`src/rtl/framestore_arbiter_pkg.sv`:
```
// framestore_arbiter_pkg: shared framestore definitions (widths, FSM encodings).
package framestore_arbiter_pkg;
  localparam int ADDR_W_DEF = 18;
  localparam int DATA_W_DEF = 32;
  typedef enum logic [1:0] {IDLE = 2'd0, ISSUE = 2'd1, RESP = 2'd2} arb_state_e;
  typedef enum logic [1:0] {ED_IDLE = 2'd0, ED_SCAN = 2'd1, ED_WRITE = 2'd2} ed_state_e;
endpackage

```
`src/rtl/framestore_arbiter_if.sv`:
```
// framestore_arbiter_if: request/ack memory port shared by masters and the framestore.
interface framestore_arbiter_if
  import framestore_arbiter_pkg::*;
#(
  parameter int ADDR_W = ADDR_W_DEF,
  parameter int DATA_W = DATA_W_DEF
);
  logic              req;
  logic              ack;
  logic [ADDR_W-1:0] addr;
  logic [3:0]        nbyte;
  logic              rnw;
  logic [DATA_W-1:0] w_data;
  logic [DATA_W-1:0] r_data;
  modport master (output req, addr, nbyte, rnw, w_data, input ack, r_data);
  modport slave  (input req, addr, nbyte, rnw, w_data, output ack, r_data);
endinterface

```
`src/rtl/framestore_arbiter.sv`:
```
// framestore_arbiter: round-robin arbiter granting two masters one framestore port.
module framestore_arbiter
  import framestore_arbiter_pkg::*;
#(
  parameter int ADDR_W = ADDR_W_DEF,
  parameter int DATA_W = DATA_W_DEF
) (
  input  logic                  clk,
  input  logic                  rst,
  framestore_arbiter_if.slave   m0,
  framestore_arbiter_if.slave   m1,
  framestore_arbiter_if.master  fs,
  output logic                  busy,
  output logic                  grant
);
  arb_state_e        state_q, state_d;
  logic              grant_q, last_q, win, start, done;
  logic [ADDR_W-1:0] addr_q;
  logic [3:0]        nbyte_q;
  logic              rnw_q;
  logic [DATA_W-1:0] wdata_q, rd0_q, rd1_q;
  always_comb begin
    state_d = state_q;
    start   = (state_q == IDLE) && (m0.req || m1.req);
    done    = (state_q == ISSUE) && fs.ack;
    win     = (m0.req && m1.req) ? ~last_q : m1.req;
    state_d = start ? ISSUE : done ? RESP : (state_q == ISSUE) ? ISSUE : IDLE;
  end
  always_ff @(posedge clk or posedge rst) begin
    if (rst) begin
      state_q <= IDLE;
      grant_q <= 1'b0;
      last_q  <= 1'b1;
      addr_q  <= '0;
      nbyte_q <= '0;
      rnw_q   <= 1'b0;
      wdata_q <= '0;
      rd0_q   <= '0;
      rd1_q   <= '0;
    end else begin
      state_q <= state_d;
      if (start) begin
        grant_q <= win;
        last_q  <= win;
        addr_q  <= win ? m1.addr : m0.addr;
        rnw_q   <= win ? m1.rnw : m0.rnw;
        nbyte_q <= (win ? m1.rnw : m0.rnw) ? 4'hF : (win ? m1.nbyte : m0.nbyte);
        wdata_q <= win ? m1.w_data : m0.w_data;
      end
      if (done && rnw_q && !grant_q) rd0_q <= fs.r_data;
      if (done && rnw_q && grant_q) rd1_q <= fs.r_data;
    end
  end
  assign fs.req    = (state_q == ISSUE);
  assign fs.addr   = addr_q;
  assign fs.nbyte  = nbyte_q;
  assign fs.rnw    = rnw_q;
  assign fs.w_data = wdata_q;
  assign m0.ack    = (state_q == RESP) && !grant_q;
  assign m1.ack    = (state_q == RESP) && grant_q;
  assign m0.r_data = rd0_q;
  assign m1.r_data = rd1_q;
  assign busy      = (state_q != IDLE);
  assign grant     = grant_q;
endmodule

```
`src/flat_wrapper.sv`:
```
// flat-port wrapper written by rule: the top's interface ports become plain ports
module framestore_arbiter_flat import framestore_arbiter_pkg::*;
#(
  parameter int ADDR_W = ADDR_W_DEF,
  parameter int DATA_W = DATA_W_DEF
)
  (clk, rst, busy, grant, m0_req, m0_addr, m0_nbyte, m0_rnw, m0_w_data, m0_ack, m0_r_data, m1_req, m1_addr, m1_nbyte, m1_rnw, m1_w_data, m1_ack, m1_r_data, fs_req, fs_addr, fs_nbyte, fs_rnw, fs_w_data, fs_ack, fs_r_data);
  framestore_arbiter_if #(.ADDR_W(ADDR_W), .DATA_W(DATA_W)) m0_i ();
  framestore_arbiter_if #(.ADDR_W(ADDR_W), .DATA_W(DATA_W)) m1_i ();
  framestore_arbiter_if #(.ADDR_W(ADDR_W), .DATA_W(DATA_W)) fs_i ();
  input  logic clk;
  input  logic rst;
  output logic busy;
  output logic grant;
  input wire logic [$bits(m0_i.req)-1:0] m0_req;
  input wire logic [$bits(m0_i.addr)-1:0] m0_addr;
  input wire logic [$bits(m0_i.nbyte)-1:0] m0_nbyte;
  input wire logic [$bits(m0_i.rnw)-1:0] m0_rnw;
  input wire logic [$bits(m0_i.w_data)-1:0] m0_w_data;
  output wire logic [$bits(m0_i.ack)-1:0] m0_ack;
  output wire logic [$bits(m0_i.r_data)-1:0] m0_r_data;
  input wire logic [$bits(m1_i.req)-1:0] m1_req;
  input wire logic [$bits(m1_i.addr)-1:0] m1_addr;
  input wire logic [$bits(m1_i.nbyte)-1:0] m1_nbyte;
  input wire logic [$bits(m1_i.rnw)-1:0] m1_rnw;
  input wire logic [$bits(m1_i.w_data)-1:0] m1_w_data;
  output wire logic [$bits(m1_i.ack)-1:0] m1_ack;
  output wire logic [$bits(m1_i.r_data)-1:0] m1_r_data;
  output wire logic [$bits(fs_i.req)-1:0] fs_req;
  output wire logic [$bits(fs_i.addr)-1:0] fs_addr;
  output wire logic [$bits(fs_i.nbyte)-1:0] fs_nbyte;
  output wire logic [$bits(fs_i.rnw)-1:0] fs_rnw;
  output wire logic [$bits(fs_i.w_data)-1:0] fs_w_data;
  input wire logic [$bits(fs_i.ack)-1:0] fs_ack;
  input wire logic [$bits(fs_i.r_data)-1:0] fs_r_data;
  assign m0_i.req = m0_req;
  assign m0_i.addr = m0_addr;
  assign m0_i.nbyte = m0_nbyte;
  assign m0_i.rnw = m0_rnw;
  assign m0_i.w_data = m0_w_data;
  assign m0_ack = m0_i.ack;
  assign m0_r_data = m0_i.r_data;
  assign m1_i.req = m1_req;
  assign m1_i.addr = m1_addr;
  assign m1_i.nbyte = m1_nbyte;
  assign m1_i.rnw = m1_rnw;
  assign m1_i.w_data = m1_w_data;
  assign m1_ack = m1_i.ack;
  assign m1_r_data = m1_i.r_data;
  assign fs_req = fs_i.req;
  assign fs_addr = fs_i.addr;
  assign fs_nbyte = fs_i.nbyte;
  assign fs_rnw = fs_i.rnw;
  assign fs_w_data = fs_i.w_data;
  assign fs_i.ack = fs_ack;
  assign fs_i.r_data = fs_r_data;
  framestore_arbiter #(.ADDR_W(ADDR_W), .DATA_W(DATA_W)) u_core (.clk(clk), .rst(rst), .m0(m0_i), .m1(m1_i), .fs(fs_i), .busy(busy), .grant(grant));
endmodule
```
`config.mk`:
```
export PLATFORM = sky130hd
export DESIGN_NAME = framestore_arbiter_flat
export DESIGN_NICKNAME = d
export VERILOG_FILES = /design/src/rtl/framestore_arbiter_pkg.sv /design/src/rtl/framestore_arbiter_if.sv /design/src/rtl/framestore_arbiter.sv /design/src/flat_wrapper.sv
export SDC_FILE = /design/constraint.sdc
export NUM_CORES = 1
export LEC_CHECK = 0
export BUFFER_PORTS_ARGS = -buffer_cell sky130_fd_sc_hd__clkbuf_2
export CORE_ASPECT_RATIO = 1.75
export CORE_MARGIN = 8
export CORE_UTILIZATION = 49
export DETAILED_ROUTE_END_ITERATION = 6
export MAX_ROUTING_LAYER = met4
export PLACE_DENSITY = 0.93
export RECOVER_POWER = 25
export SETUP_SLACK_MARGIN = 0.3
export SYNTH_ARGS = -nofsm -noshare
export SYNTH_HDL_FRONTEND = slang
export SYNTH_SLANG_ARGS = --single-unit
```
`constraint.sdc`:
```
create_clock -name clk -period 9.5 [get_ports clk]
set_input_delay 1.9 -clock clk [delete_from_list [all_inputs] [get_ports clk]]
set_output_delay 1.9 -clock clk [all_outputs]
set_load 0.02 [all_outputs]
```
# After elaboration in Yosys (flattened, before gate mapping)
# Cells that the tools add are included.
# op_classes
n_div,0
n_addsub,0
shift,0
reduce_logical,12
n_lt_le_gt_ge,0
muxes,9
mul,0
eq_ne,2
bitwise,1
# ops
cell,count
32-bit two-way mux,1
18-bit two-way mux,1
1-bit logical AND,8
4-bit two-way mux,2
2-bit two-way mux,2
1-bit two-way mux,3
2-bit by 1-bit == test with 1-bit output (second input constant),1
2-bit == test (second input constant),1
2-bit logical NOT,1
2-bit nonzero test,1
1-bit logical NOT,1
1-bit logical OR,1
1-bit NOT,1
# word_totals
input_bits,147
latch_bits,0
word_cells,33
output_inout_bits,124
mem_count,0
romBits,0
reg_bits,123
ram_bits,0

# Depth between registers and ports, before layout
# logic_depth
word_depth,4
mapped_depth,5
ltp_nobuf,3

# Worst setup path after synthesis
# OpenSTA, ideal clock, no wires.
# synth_path
path_type,input -> register
start,input port m1_req
end,"register u_core.wdata_q[14], in the netlist u_core.fs.w_data[14]"
setup_time_ps,125
t_arrival_ps,2976
required_ps,9375
stages,5
setup_slack_ps,6400
n_path_buf,2
cell_sequence,a21boi_1 buf_6 buf_6 mux2_1 mux2_2
# synth_between
elab_chain_len,3
elab_cells_between_ends,5
classes_between,2 x mux; 3 x reduce/logical
# synth_rtl
item,line,rtl
from (decl),flat_wrapper.sv:22,input wire logic [$bits(m1_i.req)-1:0] m1_req;
1-bit logical AND,framestore_arbiter.sv:26,win = (m0.req && m1.req) ? ~last_q : m1.req;
1-bit two-way mux,framestore_arbiter.sv:26,
32-bit two-way mux,framestore_arbiter.sv:48,wdata_q <= win ? m1.w_data : m0.w_data;
to (signal assigned),framestore_arbiter.sv:48,
to (decl),framestore_arbiter.sv:21,"logic [DATA_W-1:0] wdata_q, rd0_q, rd1_q;"
# Parallel ways exist; a longest one is shown, timed or not.
# A chain may end at the register's enable or synchronous reset.

# Worst setup path in the final report
# layout_path
start,input port m1_req
end,"register u_core.addr_q[7], in the netlist u_core.fs.addr[7]"
# layout_between
elab_chain_len,3
elab_cells_between_ends,5
classes_between,2 x mux; 3 x reduce/logical
# layout_rtl
item,line,rtl
1-bit logical AND,framestore_arbiter.sv:26,
1-bit two-way mux,framestore_arbiter.sv:26,
18-bit two-way mux,framestore_arbiter.sv:45,addr_q <= win ? m1.addr : m0.addr;
to (signal assigned),framestore_arbiter.sv:45,
to (decl),framestore_arbiter.sv:18,logic [ADDR_W-1:0] addr_q;
# Parallel ways exist; a longest one is shown, timed or not.

==> results.md <==
- Critical Path Slowest Stage Cell: o21ai_0
- Congestion Overflow GR: 0
- Hold depth: 1
- Vias in the first global route: ~4700
- DR pass1 iterations: 5
- P_int: approximately 1.7 mW
- Critical R2R Capture: u_core.fs.addr[7]
- Post-Synthesis Net Count: a little under 500
- CTS Sinks: 123
- RSZ-0062 raised after global routing: false
- CTS resizes: 0
- Initial core utilization: between 40% and 50%
- Setup Viol. Count Final: 0
- Slew margin rel.: -139.3%
- Failing checks: capacitance limit, slew limit
- Yosys cell types: 27
- Synthesis warning total: 0
- Worst Tran Pin Value: 3.552 ns
- Leak: approximately 3.8 nW
- Placement Setup Slack: 5.679 ns
- H-tree depth: 4
- Setup_tns: 0 ns
- Die width: ~95 um
- Synth Instances: 343
- Final hold vios: 0
- Area of the core: around 11000 um2
- Area Growth Syn to Fin: 37.30%
- Num rows: 51
- Pwr dens: between 300 and 400 nW/um2
- Die height: 155.0 um
- Async set-reset flop share out of synthesis: 100.0%
- Synth area leader: dfrtp_1
- Power share of the clock group: between 20 and 25%
- NetSw: between 1 and 1.5 mW
- DRC: 0
- Share of cells above drive strength 1: about 67%
- Crit start category: input pin
- R2r setup slk: around 6.4 ns
- Skew-Pair Late Insertion Delay: roughly 0.40 ns
- Fin crit share: 58.09%
- Yosys top cell area share: around 56%
- Post-synthesis cell area: approximately 5400 um2
- Hold Path Origin: u_core.m0.r_data[15]
- Avg Synthesized Cell Area: ~16 um2
- Critical Path Fanout Max: 31
- Switching share of power: around two fifths
- Most common cell after layout, fill and taps aside: clkbuf_2
- Worst Hold End: u_core.m0.r_data[15]
- RD Place Congestion: 0.8384
- Post-layout worst setup margin: 3.982 ns
- Initial drt markers: slightly below 80
- CP Data Required Time: approximately 10 ns
- Total CTS buffers: 17
- Nets: about 760
- Top cells by area, synth: dfrtp_1 56%, mux2_2 21%, mux2_1 11%
- Clk buf depth: 2
- Post-detail-place hpwl: 11780 um
- Die area: approximately 15000 um2
- Final Util: between 60% and 70%
- Clock-pin slew on the worst setup and hold paths: 0.05 ns
- Critical path data arrival time: around 5.8 ns
- Post-DRT Antenna Nets: 0
- CTS tree: done
- Ant. Diodes: 0
- Root buf cell: clkbuf_16
- Minimum clock period: around 5.5 ns
- Largest net degree at the start of global routing: 72
- HP Class: register to register
- Cell Chain, Critical Path: clkbuf_1 > o21ai_0 > buf_4 > mux2_2
- Post-CTS Setup Bufs: 0
- Worst vdd ir: about 220 uV
- Comb power frac: a little over two fifths
- Seq/Total Area, Yosys: around 57%
- First-pass GRT wire length: between 20000 and 25000 um
- Worst R2R Start: u_core.state_q[1]
- Status: finished, violations left
- FMAX: approximately 0.18 GHz
- GRT Total Usage: about a fifth
- Number of port buffers: 270
- Cts-stage hold buffer count: 0
- Max Transition Viols Final: about 120
- DR WL/cell: 19.83 um
- Yosys reg bits: roughly 120
- Via count: approximately 4000
- Worst clock skew: roughly 0.0097 ns
- Flop pwr share: approximately a third
- Commonest cells after routing, fill and taps aside: 264 x clkbuf_2, 122 x dfrtp_1, 99 x mux2_2, 52 x mux2_1, 17 x clkbuf_16
- Max Cap Viol: 3
- CP Capture Type: register
- Crit path largest cell delay: about 2.7 ns
- Crit path kind: input pin to register
- Post-synth EDFFs: 0
- Path depth of the worst reg2reg path: 4
- Vias per cell: approximately 5.2
- Antenna violations before repair: 0
- IO Pins: between 200 and 300
- Most used DFF post-synth: dfrtp_1
- Final WL: about 15000 um
## cell families (layout without fill, tap and decap cells)
kind of cell,after synthesis,after routing,share of synthesized area [%]
flip-flops,123,123,56.92
multiplexers,170,170,36.33
buffers and inverters,27,314,3.307
AO/OA/AOI/OAI,11,11,1.573
AND/OR/NAND/NOR,12,12,1.873
## synth_stat cells (2+ instances only)
library cell,number
a22o_1,2
a32oi_1,4
buf_2,8
buf_4,2
buf_6,8
dfrtp_1,122
inv_1,8
mux2_1,52
mux2_2,99
mux2_4,15
mux2i_1,4
or2_2,4
## sequential cells by signal (all words and copies together), names as in the netlist
name / flops
u_core.fs.w_data: 32
u_core.m0.r_data: 32
u_core.m1.r_data: 32
u_core.fs.addr: 18
u_core.fs.nbyte: 4
u_core.state_q: 2
u_core.fs.rnw: 1
u_core.grant: 1
u_core.last_q: 1
## routing by layer
metal | wire (um) | vias to the layer above | global-route usage [%]
met4 | 563 | 0 | 10.69
li1 | - | 1785 | -
met5 | 0 | - | -
met2 | 8343 | 186 | 36.69
met1 | 5210 | 1984 | 21.18
met3 | 989 | 43 | 5.403
## how the worst max path moves through the flow
stage / startpoint / end / slack, ns / cells after the start
finish: m1_req / u_core.fs.addr[7] / 3.98 / 4
global placement: m1_req / u_core.fs.addr[12] / 5.76 / 4
detailed placement: m1_req / u_core.fs.w_data[8] / 5.68 / 5
CTS: m1_req / u_core.fs.w_data[8] / 6.11 / 5
global route: m1_req / u_core.fs.addr[7] / 3.64 / 4
floorplan: rst / u_core.fs.addr[0] / 4.33 / 1
## metrics by stage
step	hold WS, ns	cells	instance area, um2	total power, mW
5_1_grt	0.5028	762	7428	2.917
4_1_cts	0.4877	762	7452	2.810
2_1_floorplan	0.5085	343	5410	1.682
3_3_place_gp	0.4659	730	6829	2.057
6_report	0.4830	762	7428	2.774
3_5_place_dp	0.4749	730	6829	2.122
## power by group through the flow
stage	Sequential, mW	Clock [mW]	Combinational, mW
finish	0.947	0.673	1.15
global route	0.980	0.710	1.23
CTS	0.950	0.689	1.17
detailed placement	0.954	0	1.17
global placement	0.929	0	1.13
floorplan	1.25	0	0.436
## worst max-delay path, delay by kind of cell
kind | cells | cell delay (ns)
AO/OA/AOI/OAI | 1 | 2.65
buffers and inverters | 2 | 0.81
multiplexers | 1 | 0.39
## area by class of cell
type                    instances  area (um2)
fillers                       802        3547
flip-flops and latches        123        3079
multi-input cells             193        2160
repair buffers                274        1370
clock buffers                  18       439.2
clock inverters                14       183.9
well taps                     132       165.2
inverters                       8       31.28
Power figures use the tool's default switching activity.
